**src/rtl/jtag_pkg.sv**
```systemverilog
// Shared JTAG definitions for the user-logic endpoints and their benches.
// Holds the IR encoding, the default widths and the TAP state names.
package jtag_pkg;
    localparam int IR_LEN = 6;
    localparam logic [IR_LEN-1:0] IR_USER4 = 6'h23;
    localparam int RESULT_WIDTH_DEF = 32;
    localparam int COUNT_WIDTH_DEF = 16;

    typedef enum logic [3:0] {
        TAP_TEST_LOGIC_RESET,
        TAP_RUN_TEST_IDLE,
        TAP_SELECT_DR,
        TAP_CAPTURE_DR,
        TAP_SHIFT_DR,
        TAP_EXIT1_DR,
        TAP_PAUSE_DR,
        TAP_EXIT2_DR,
        TAP_UPDATE_DR,
        TAP_SELECT_IR,
        TAP_CAPTURE_IR,
        TAP_SHIFT_IR,
        TAP_EXIT1_IR,
        TAP_PAUSE_IR,
        TAP_EXIT2_IR,
        TAP_UPDATE_IR
    } state_t;
endpackage

```
**src/rtl/tdi_byte_deserializer.sv**
```systemverilog
// Collects TDI bits LSB first into bytes and flags a partial byte left over at update.
// Control inputs arrive already qualified and mutually exclusive.
module tdi_byte_deserializer (
    input  logic       tck,
    input  logic       rst_n,
    input  logic       clr,
    input  logic       shift,
    input  logic       update,
    input  logic       tdi,
    output logic [7:0] byte_data,
    output logic       byte_valid,
    output logic       byte_done,
    output logic       trunc
);
    logic [7:0] sreg_q, sreg_d;
    logic [2:0] bit_cnt_q, bit_cnt_d;
    logic [7:0] byte_data_q, byte_data_d;
    logic       byte_valid_q, byte_valid_d;
    logic       trunc_q, trunc_d;

    always_comb begin
        sreg_d       = sreg_q;
        bit_cnt_d    = bit_cnt_q;
        byte_data_d  = byte_data_q;
        byte_valid_d = 1'b0;
        trunc_d      = 1'b0;
        byte_done    = 1'b0;
        if (clr) begin
            sreg_d    = 8'h00;
            bit_cnt_d = 3'd0;
        end else if (shift) begin
            sreg_d    = {tdi, sreg_q[7:1]};
            bit_cnt_d = bit_cnt_q + 3'd1;
            if (bit_cnt_q == 3'd7) begin
                byte_done    = 1'b1;
                byte_data_d  = {tdi, sreg_q[7:1]};
                byte_valid_d = 1'b1;
            end
        end else if (update) begin
            trunc_d   = (bit_cnt_q != 3'd0);
            bit_cnt_d = 3'd0;
        end
    end

    always_ff @(posedge tck or negedge rst_n) begin
        if (!rst_n) begin
            sreg_q       <= 8'h00;
            bit_cnt_q    <= 3'd0;
            byte_data_q  <= 8'h00;
            byte_valid_q <= 1'b0;
            trunc_q      <= 1'b0;
        end else begin
            sreg_q       <= sreg_d;
            bit_cnt_q    <= bit_cnt_d;
            byte_data_q  <= byte_data_d;
            byte_valid_q <= byte_valid_d;
            trunc_q      <= trunc_d;
        end
    end

    assign byte_data  = byte_data_q;
    assign byte_valid = byte_valid_q;
    assign trunc      = trunc_q;
endmodule

```
**src/rtl/jtag_byte_receiver.sv**
```systemverilog
// USER4 data-register endpoint: bytes in from TDI, result word out on TDO.
// Capture wins over shift, shift wins over update when they overlap.
module jtag_byte_receiver
    import jtag_pkg::*;
#(
    parameter int RESULT_WIDTH = RESULT_WIDTH_DEF,
    parameter int COUNT_WIDTH  = COUNT_WIDTH_DEF
) (
    input  logic                    tck,
    input  logic                    rst_n,
    input  logic                    ir_is_user,
    input  logic                    capture_dr,
    input  logic                    shift_dr,
    input  logic                    update_dr,
    input  logic                    tdi,
    output logic                    tdo,
    input  logic [RESULT_WIDTH-1:0] result,
    output logic [7:0]              byte_data,
    output logic                    byte_valid,
    output logic [COUNT_WIDTH-1:0]  byte_count,
    output logic                    scan_end,
    output logic                    scan_trunc
);
    logic cap_en, shift_en, upd_en, byte_done;

    logic [RESULT_WIDTH-1:0] result_sr_q, result_sr_d;
    logic [COUNT_WIDTH-1:0]  byte_count_q, byte_count_d;
    logic                    scan_end_q, scan_end_d;

    assign cap_en   = ir_is_user & capture_dr;
    assign shift_en = ir_is_user & shift_dr & ~capture_dr;
    assign upd_en   = ir_is_user & update_dr & ~capture_dr & ~shift_dr;

    tdi_byte_deserializer u_deser (
        .tck        (tck),
        .rst_n      (rst_n),
        .clr        (cap_en),
        .shift      (shift_en),
        .update     (upd_en),
        .tdi        (tdi),
        .byte_data  (byte_data),
        .byte_valid (byte_valid),
        .byte_done  (byte_done),
        .trunc      (scan_trunc)
    );

    always_comb begin
        result_sr_d  = result_sr_q;
        byte_count_d = byte_count_q;
        scan_end_d   = 1'b0;
        if (cap_en) begin
            result_sr_d  = result;
            byte_count_d = '0;
        end else if (shift_en) begin
            result_sr_d = {1'b0, result_sr_q[RESULT_WIDTH-1:1]};
            // Saturate so a very long scan never wraps back to a small count.
            if (byte_done && (byte_count_q != '1)) begin
                byte_count_d = byte_count_q + 1'b1;
            end
        end else if (upd_en) begin
            scan_end_d = 1'b1;
        end
    end

    always_ff @(posedge tck or negedge rst_n) begin
        if (!rst_n) begin
            result_sr_q  <= '0;
            byte_count_q <= '0;
            scan_end_q   <= 1'b0;
        end else begin
            result_sr_q  <= result_sr_d;
            byte_count_q <= byte_count_d;
            scan_end_q   <= scan_end_d;
        end
    end

    // BSCANE2 samples TDO on falling tck, half a cycle after the shift edge.
    assign tdo        = result_sr_q[0];
    assign byte_count = byte_count_q;
    assign scan_end   = scan_end_q;
endmodule

```
**config.mk**
```make
export PLATFORM = sky130hd
export DESIGN_NAME = jtag_byte_receiver
export DESIGN_NICKNAME = d
export VERILOG_FILES = /design/src/rtl/jtag_pkg.sv /design/src/rtl/tdi_byte_deserializer.sv /design/src/rtl/jtag_byte_receiver.sv
export SDC_FILE = /design/constraint.sdc
export NUM_CORES = 1
export LEC_CHECK = 0
export ABC_AREA = 1
export BUFFER_PORTS_ARGS = -buffer_cell sky130_fd_sc_hd__buf_4
export CAP_MARGIN = 20
export CORE_AREA = 3 3 90 92
export DETAILED_ROUTE_END_ITERATION = 7
export DIE_AREA = 0 0 93 95
export MAX_ROUTING_LAYER = met4
export PLACE_DENSITY = 0.66
export SYNTH_ARGS = -nofsm -noshare
export SYNTH_HDL_FRONTEND = slang
export SYNTH_SLANG_ARGS = --single-unit
```
**constraint.sdc**
```tcl
create_clock -name tck -period 2.89 [get_ports tck]
set_clock_uncertainty 0.15 [all_clocks]
set_input_delay 0 -clock tck [delete_from_list [all_inputs] [get_ports tck]]
set_output_delay 0 -clock tck [all_outputs]
set_load 0.1 [all_outputs]
```
* Word level (Yosys, flattened, before mapping)
Cells that the tools add are included.
** Word-level totals
- Flip-flop bits (word level) :: 70
- Output and inout port bits :: 28
- Logic and storage cells :: 47
** Operators by class
- $add $sub $neg :: 2
- Bitwise gates (word level) :: 9
- Mux-type cells :: 19
- Equality and inequality tests :: 2
- Reductions and logical operators :: 7
** Operators with widths (number)
- two-way mux 32 bit :: 2
- two-way mux 16 bit :: 3
- adder 16 x 1 -> 16 bit, second input constant :: 1
- two-way mux 8 bit :: 2
- != test 16 bit, second input constant :: 1
- two-way mux 1 bit :: 9
- two-way mux 3 bit :: 3
- bitwise AND 1 bit :: 6
- nonzero test 3 bit :: 2
- nonzero test 2 bit :: 2
- adder 3 x 1 -> 3 bit, second input constant :: 1
- == test 3 bit, second input constant :: 1
- NOT 1 bit :: 3
- AND reduction 3 bit :: 1
- AND reduction 2 bit :: 1
- logical AND 1 bit :: 1

* Logic depth before layout (Yosys ltp)
- Word-level depth :: 8
- Depth in mapped cells :: 10
- Mapped depth without buffers :: 9

* Cells and area by module
A second synthesis with hierarchy kept.
** Second synthesis, totals
- Cells, all modules :: 394
- Area, all modules :: 3365.7 um^2
** Modules (own cells, without submodules)
- jtag_byte_receiver :: sequential area each 1226.2 um^2, area each 2514.9 um^2, cells each 301, times used 1
- tdi_byte_deserializer :: sequential area each 500.5 um^2, area each 850.8 um^2, cells each 93, times used 1

* Worst setup path before layout
No wires, ideal clock.
- Kind :: register to register
- From :: register byte_count_q[0] (netlist: byte_count[0])
- To :: register byte_count_q[8] (netlist: byte_count[8])
- Data arrival time :: 2.227 ns
- Data required time :: 2.672 ns
- Period minus slack after synthesis :: 2.445 ns
- Buffers on the path :: 1
- Cell stages (with the launch flop) :: 11
- Setup slack :: 0.445 ns
- Cell sequence :: dfrtp_1 -> ha_1 -> nand3_1 -> inv_2 -> nand2_4 -> nor2_4 -> nor2_8 -> nor2_8 -> buf_6 -> nand2_1 -> nand2_1
** Between the ends
- Word-level cells in the longest chain between the ends :: 4
- Elaborated cells on any way between the ends :: 8
** Ends and longest elaborated chain
- start: declaration :: line jtag_byte_receiver.sv:27 : logic [COUNT_WIDTH-1:0] byte_count_q, byte_count_d;
- start signal: assignment :: line jtag_byte_receiver.sv:72 : byte_count_q <= byte_count_d;
- adder 16 x 1 -> 16 bit or != test 16 bit (tied branches) :: line jtag_byte_receiver.sv:58, jtag_byte_receiver.sv:57
- two-way mux 16 bit or logical AND 1 bit (tied branches) :: line jtag_byte_receiver.sv:57 : if (byte_done && (byte_count_q != '1)) begin
- two-way mux 16 bit or nonzero test 2 bit (tied branches)
- two-way mux 16 bit or AND reduction 2 bit (tied branches)
Parallel ways exist; a longest one is shown, timed or not. The select of a mux whose other input is x is not followed.
A chain may end at the register's enable or synchronous reset.

* Final worst setup path
- From :: input capture_dr
- To :: register result_sr_q[1]
** Between the ends
- Word-level cells in the longest chain between the ends :: 3
- Elaborated cells on any way between the ends :: 5
** Ends and longest elaborated chain
- start: declaration :: line jtag_byte_receiver.sv:12 : input logic capture_dr,
- NOT 1 bit :: line jtag_byte_receiver.sv:31 : assign shift_en = ir_is_user & shift_dr & ~capture_dr;
- bitwise AND 1 bit :: line jtag_byte_receiver.sv:31
- nonzero test 2 bit (no line)
- end signal: assignment :: line jtag_byte_receiver.sv:71 : result_sr_q <= result_sr_d;
- end: declaration :: line jtag_byte_receiver.sv:26 : logic [RESULT_WIDTH-1:0] result_sr_q, result_sr_d;
Parallel ways exist; a longest one is shown, timed or not.

==> metrics.txt <==
# TYPE chip_impl_metric gauge
chip_impl_info{name="status",value="complete, no violations"} 1
chip_impl_metric{name="post-cts-setup-buffers",unit=""} 0
chip_impl_metric{name="starting_density",unit="%"} 44.63
chip_impl_metric{name="cpPeakStageDelay",unit="ps"} 580
chip_impl_metric{name="worst_slew_pin_slew",unit="ps"} 862.3
chip_impl_metric{name="tritoncts_num_sinks",unit=""} 69
chip_impl_metric{name="cp.buffers_inverters",unit=""} 3
chip_impl_metric{name="timing.max_cap.violations",unit=""} 0
chip_impl_metric{name="antenna_found_initial",unit=""} 0
chip_impl_metric{name="num_vias",unit=""} 2863
chip_impl_metric{name="number_of_buffers_added_on_ports",unit=""} 66
chip_impl_metric{name="detailedPlacementHpwl",unit="µm"} 4846
chip_impl_metric{name="postSynthAreaPerCell",unit="µm²"} 8.990
chip_impl_info{name="critical_path.startpoint_type",value="input port"} 1
chip_impl_metric{name="synth.lib_cells_used.distinct",unit=""} 28
chip_impl_info{name="timing.critical_path.to_type",value="flip-flop"} 1
chip_impl_metric{name="final_util",unit="%"} 60.42
chip_impl_metric{name="clk-insertion-delay-late",unit="ps"} 330
chip_impl_info{name="kind_of_cell_adding_the_most_delay_to_the_critical_path",value="buffers and inverters"} 1
chip_impl_metric{name="synthesis.instances",unit=""} 362
chip_impl_metric{name="synth-seq-area-share",unit="%"} 53.06
chip_impl_metric{name="synth_enable_flop_cells",unit=""} 0
chip_impl_metric{name="critical_path_at",unit="ps"} 2460
chip_impl_metric{name="period_needed",unit="ps"} 2335
chip_impl_metric{name="drt_pre_antenna_iters",unit=""} 4
chip_impl_metric{name="syn_area",unit="µm²"} 3254
chip_impl_metric{name="dr.first_iter.drc_count",unit=""} 118
chip_impl_metric{name="ir_drop",unit="mV"} 0.2671
chip_impl_metric{name="cts.htree.levels",unit=""} 3
chip_impl_metric{name="pwr-share-clk",unit="%"} 33.9
chip_impl_metric{name="postSynth.asyncResetShare",unit="%"} 100.0
chip_impl_metric{name="residual_antenna_violating_net_count_after_detailed_routing",unit=""} 0
chip_impl_metric{name="routed_via_density",unit=""} 5.005
chip_impl_metric{name="area.growth.synth_to_final",unit="%"} 35.37
chip_impl_metric{name="total_switching_power",unit="W"} 0.0005642
chip_impl_metric{name="internal_power",unit="W"} 0.001540
chip_impl_metric{name="finalMaxSlewViolations",unit=""} 0
chip_impl_info{name="root_buffer",value="sky130_fd_sc_hd__clkbuf_8"} 1
chip_impl_info{name="setup_repair_after_global_routing_missed_its_margin",value="false"} 1
chip_impl_info{name="crit_top_cell",value="sky130_fd_sc_hd__dlygate4sd3_1"} 1
chip_impl_metric{name="num-fill-cells",unit=""} 656
chip_impl_metric{name="multiInputGateArea",unit="µm²"} 1230
chip_impl_metric{name="finalWeightedCongestion",unit=""} 0.8657
chip_impl_info{name="post_synth_main_area_contributors",value="sky130_fd_sc_hd__dfrtp_1 53%, sky130_fd_sc_hd__nand2_1 11%, sky130_fd_sc_hd__o221ai_1 7.5%, sky130_fd_sc_hd__inv_1 6.3%, sky130_fd_sc_hd__nand4_1 3.3%"} 1
chip_impl_info{name="crit-reg2reg-launch",value="byte_count[0]"} 1
chip_impl_metric{name="grt_pass1_vias",unit=""} 2770
chip_impl_info{name="criticalPathCategory",value="in2reg"} 1
chip_impl_metric{name="core_region_area",unit="µm²"} 7292
chip_impl_info{name="tritoncts",value="done"} 1
chip_impl_metric{name="floorplan.die.height",unit="µm"} 95
chip_impl_metric{name="path_clk_slew",unit="ps"} 70
chip_impl_metric{name="totalPowerFinal",unit="W"} 0.002104
chip_impl_metric{name="worst_endpoint_required_time",unit="ps"} 3010
chip_impl_metric{name="num_antenna_cells",unit=""} 0
chip_impl_metric{name="power_share_of_the_combinational_group",unit="%"} 15.2
chip_impl_metric{name="post_cts.resized_instances",unit=""} 0
chip_impl_info{name="synth-main-ff-cell",value="sky130_fd_sc_hd__dfrtp_1"} 1
chip_impl_metric{name="finalSetupTns",unit="ps"} 0
chip_impl_metric{name="final_layout_size_suffix_gt1_share",unit="%"} 20.93
chip_impl_metric{name="reg2regPathDepth",unit=""} 9
chip_impl_info{name="reg2reg_to",value="byte_count[7]"} 1
chip_impl_metric{name="synth.top_cell.area_share",unit="%"} 53.06
chip_impl_metric{name="top_level_ports",unit=""} 67
chip_impl_metric{name="final-hold-violation-count",unit=""} 0
chip_impl_metric{name="cp_max_fo",unit=""} 37
chip_impl_metric{name="drt_drc_violations_left",unit=""} 0
chip_impl_metric{name="drt-wirelength-per-cell",unit="µm"} 12.98
chip_impl_metric{name="yosysWarningCount",unit=""} 0
chip_impl_metric{name="max_freq",unit="GHz"} 0.4282
chip_impl_metric{name="reg_power_share",unit="%"} 50.8
chip_impl_metric{name="synth_nets",unit=""} 405
chip_impl_info{name="cell_with_the_most_instances_after_synthesis",value="sky130_fd_sc_hd__nand2_1"} 1
chip_impl_metric{name="postSynthRegisterBits",unit=""} 69
chip_impl_metric{name="area_taken_by_flip_flops_and_latches",unit="µm²"} 1727
chip_impl_metric{name="max-slew-margin-rel",unit="%"} 42.51
chip_impl_metric{name="cts_hold_buf",unit=""} 41
chip_impl_metric{name="grt_pass1_wl",unit="µm"} 12570
chip_impl_metric{name="design.final.nets",unit=""} 511
chip_impl_metric{name="route.final.wire_length",unit="µm"} 7427
chip_impl_info{name="worst_hold_path_type",value="in2async"} 1
chip_impl_metric{name="sw_frac_of_total",unit="%"} 26.82
chip_impl_metric{name="chipWidth",unit="µm"} 93
chip_impl_metric{name="cts-buffers-inserted",unit=""} 9
chip_impl_metric{name="regToRegSetupSlack",unit="ps"} 1080
chip_impl_metric{name="cts_max_path_buffers",unit=""} 2
chip_impl_info{name="crit_slowest_cell",value="sky130_fd_sc_hd__dlygate4sd3_1"} 1
chip_impl_metric{name="dieArea",unit="µm²"} 8835
chip_impl_metric{name="grt_overflow",unit=""} 0
chip_impl_metric{name="final_setup_vio_count",unit=""} 0
chip_impl_info{name="path_cells",value="dlygate4sd3_1, buf_4, nand2_1, nand2_2, o211ai_1, dlygate4sd3_1"} 1
chip_impl_info{name="synth_area_leader_cell",value="sky130_fd_sc_hd__dfrtp_1"} 1
chip_impl_metric{name="timing.final.crit_share",unit="%"} 80.80
chip_impl_metric{name="cellPowerDensity",unit="nW/µm²"} 477.5
chip_impl_metric{name="global_route.usage.total",unit="%"} 18.61
chip_impl_metric{name="std_cell_rows",unit=""} 31
chip_impl_info{name="synth.cells.most_frequent",value="99 x sky130_fd_sc_hd__nand2_1, 69 x sky130_fd_sc_hd__dfrtp_1, 55 x sky130_fd_sc_hd__inv_1, 28 x sky130_fd_sc_hd__o221ai_1, 17 x sky130_fd_sc_hd__nand4_1"} 1
chip_impl_metric{name="p_leak",unit="nW"} 2.174
chip_impl_metric{name="grt_max_degree",unit=""} 70
## placed cells by master, fill, tap and decap left out, types with 4 or more instances in the layout
cell type,n
sky130_fd_sc_hd__o22ai_1,7
sky130_fd_sc_hd__o21ai_0,15
sky130_fd_sc_hd__o221ai_1,28
sky130_fd_sc_hd__nor2_1,13
sky130_fd_sc_hd__o21bai_1,4
sky130_fd_sc_hd__nand3_1,11
sky130_fd_sc_hd__nand2_1,99
sky130_fd_sc_hd__inv_1,55
sky130_fd_sc_hd__dfrtp_1,69
sky130_fd_sc_hd__nand4_1,17
sky130_fd_sc_hd__buf_4,69
sky130_fd_sc_hd__ha_1,4
sky130_fd_sc_hd__dlygate4sd3_1,41
sky130_fd_sc_hd__clkbuf_8,11
## registers in the layout (all words and copies together), names as in the netlist
name	count
result_sr_q	32
scan_end	1
u_deser.bit_cnt_q	3
u_deser.byte_valid	1
byte_count	16
u_deser.sreg_q	7
u_deser.byte_data	8
u_deser.trunc	1
## cell type report
class                           instances  share of cell area, %
Sequential cell                        69                  39.19
Multi-Input combinational cell        220                  27.92
Timing Repair Buffer                  110                  21.07
Inverter                               58                  4.942
Clock buffer                           13                  3.607
Tap cell                               99                  2.812
Clock inverter                          3                 0.4544
## metal layers
metal	GRT usage (%)	share of wire [%]	vias up
met5	-	0	-
met4	6.838	1.3	0
met3	4.303	3.7	8
met2	31.19	51	58
met1	22.00	44	1379
li1	-	-	1418
## cell families after synthesis
logic type	after synthesis	share of synthesized area [%]
AND/OR/NAND/NOR	154	22.34
adder cells (fa/ha/maj)	4	1.538
XOR/XNOR	2	0.5384
flip-flops	69	53.06
buffers and inverters	73	9.150
AO/OA/AOI/OAI	60	13.38
## through the flow
stage	hold WS (ps)	instances	instance area, µm²	setup WS (ps)
after floorplan	-445.6	362	3254	445.1
after global placement	29.15	515	3816	1136
after detailed placement	25.24	515	3816	1081
after CTS	195.5	572	4405	575.5
after global routing	230.6	572	4405	457.0
final	158.9	572	4405	554.9
## how the worst max path moves through the flow
stage | from | endpoint | slack, ps | cells past startpoint
floorplan | byte_count[0] | byte_count[8] | 450 | 10
global placement | byte_count[0] | byte_count[12] | 1140 | 9
detailed placement | byte_count[0] | byte_count[12] | 1080 | 9
CTS | capture_dr | result_sr_q[1] | 580 | 6
global route | capture_dr | result_sr_q[1] | 460 | 6
finish | capture_dr | result_sr_q[1] | 550 | 6
## power by group through the flow
stage	logic [W]	registers, W	clock network [W]
5_1_grt	0.000355	0.00108	0.000774
6_report	0.000321	0.00107	0.000714
4_1_cts	0.000321	0.00107	0.000740
3_5_place_dp	0.000275	0.00109	0
2_1_floorplan	0.000138	0.00112	0
3_3_place_gp	0.000269	0.00108	0
Note: power is estimated with default switching activity, not from simulation.
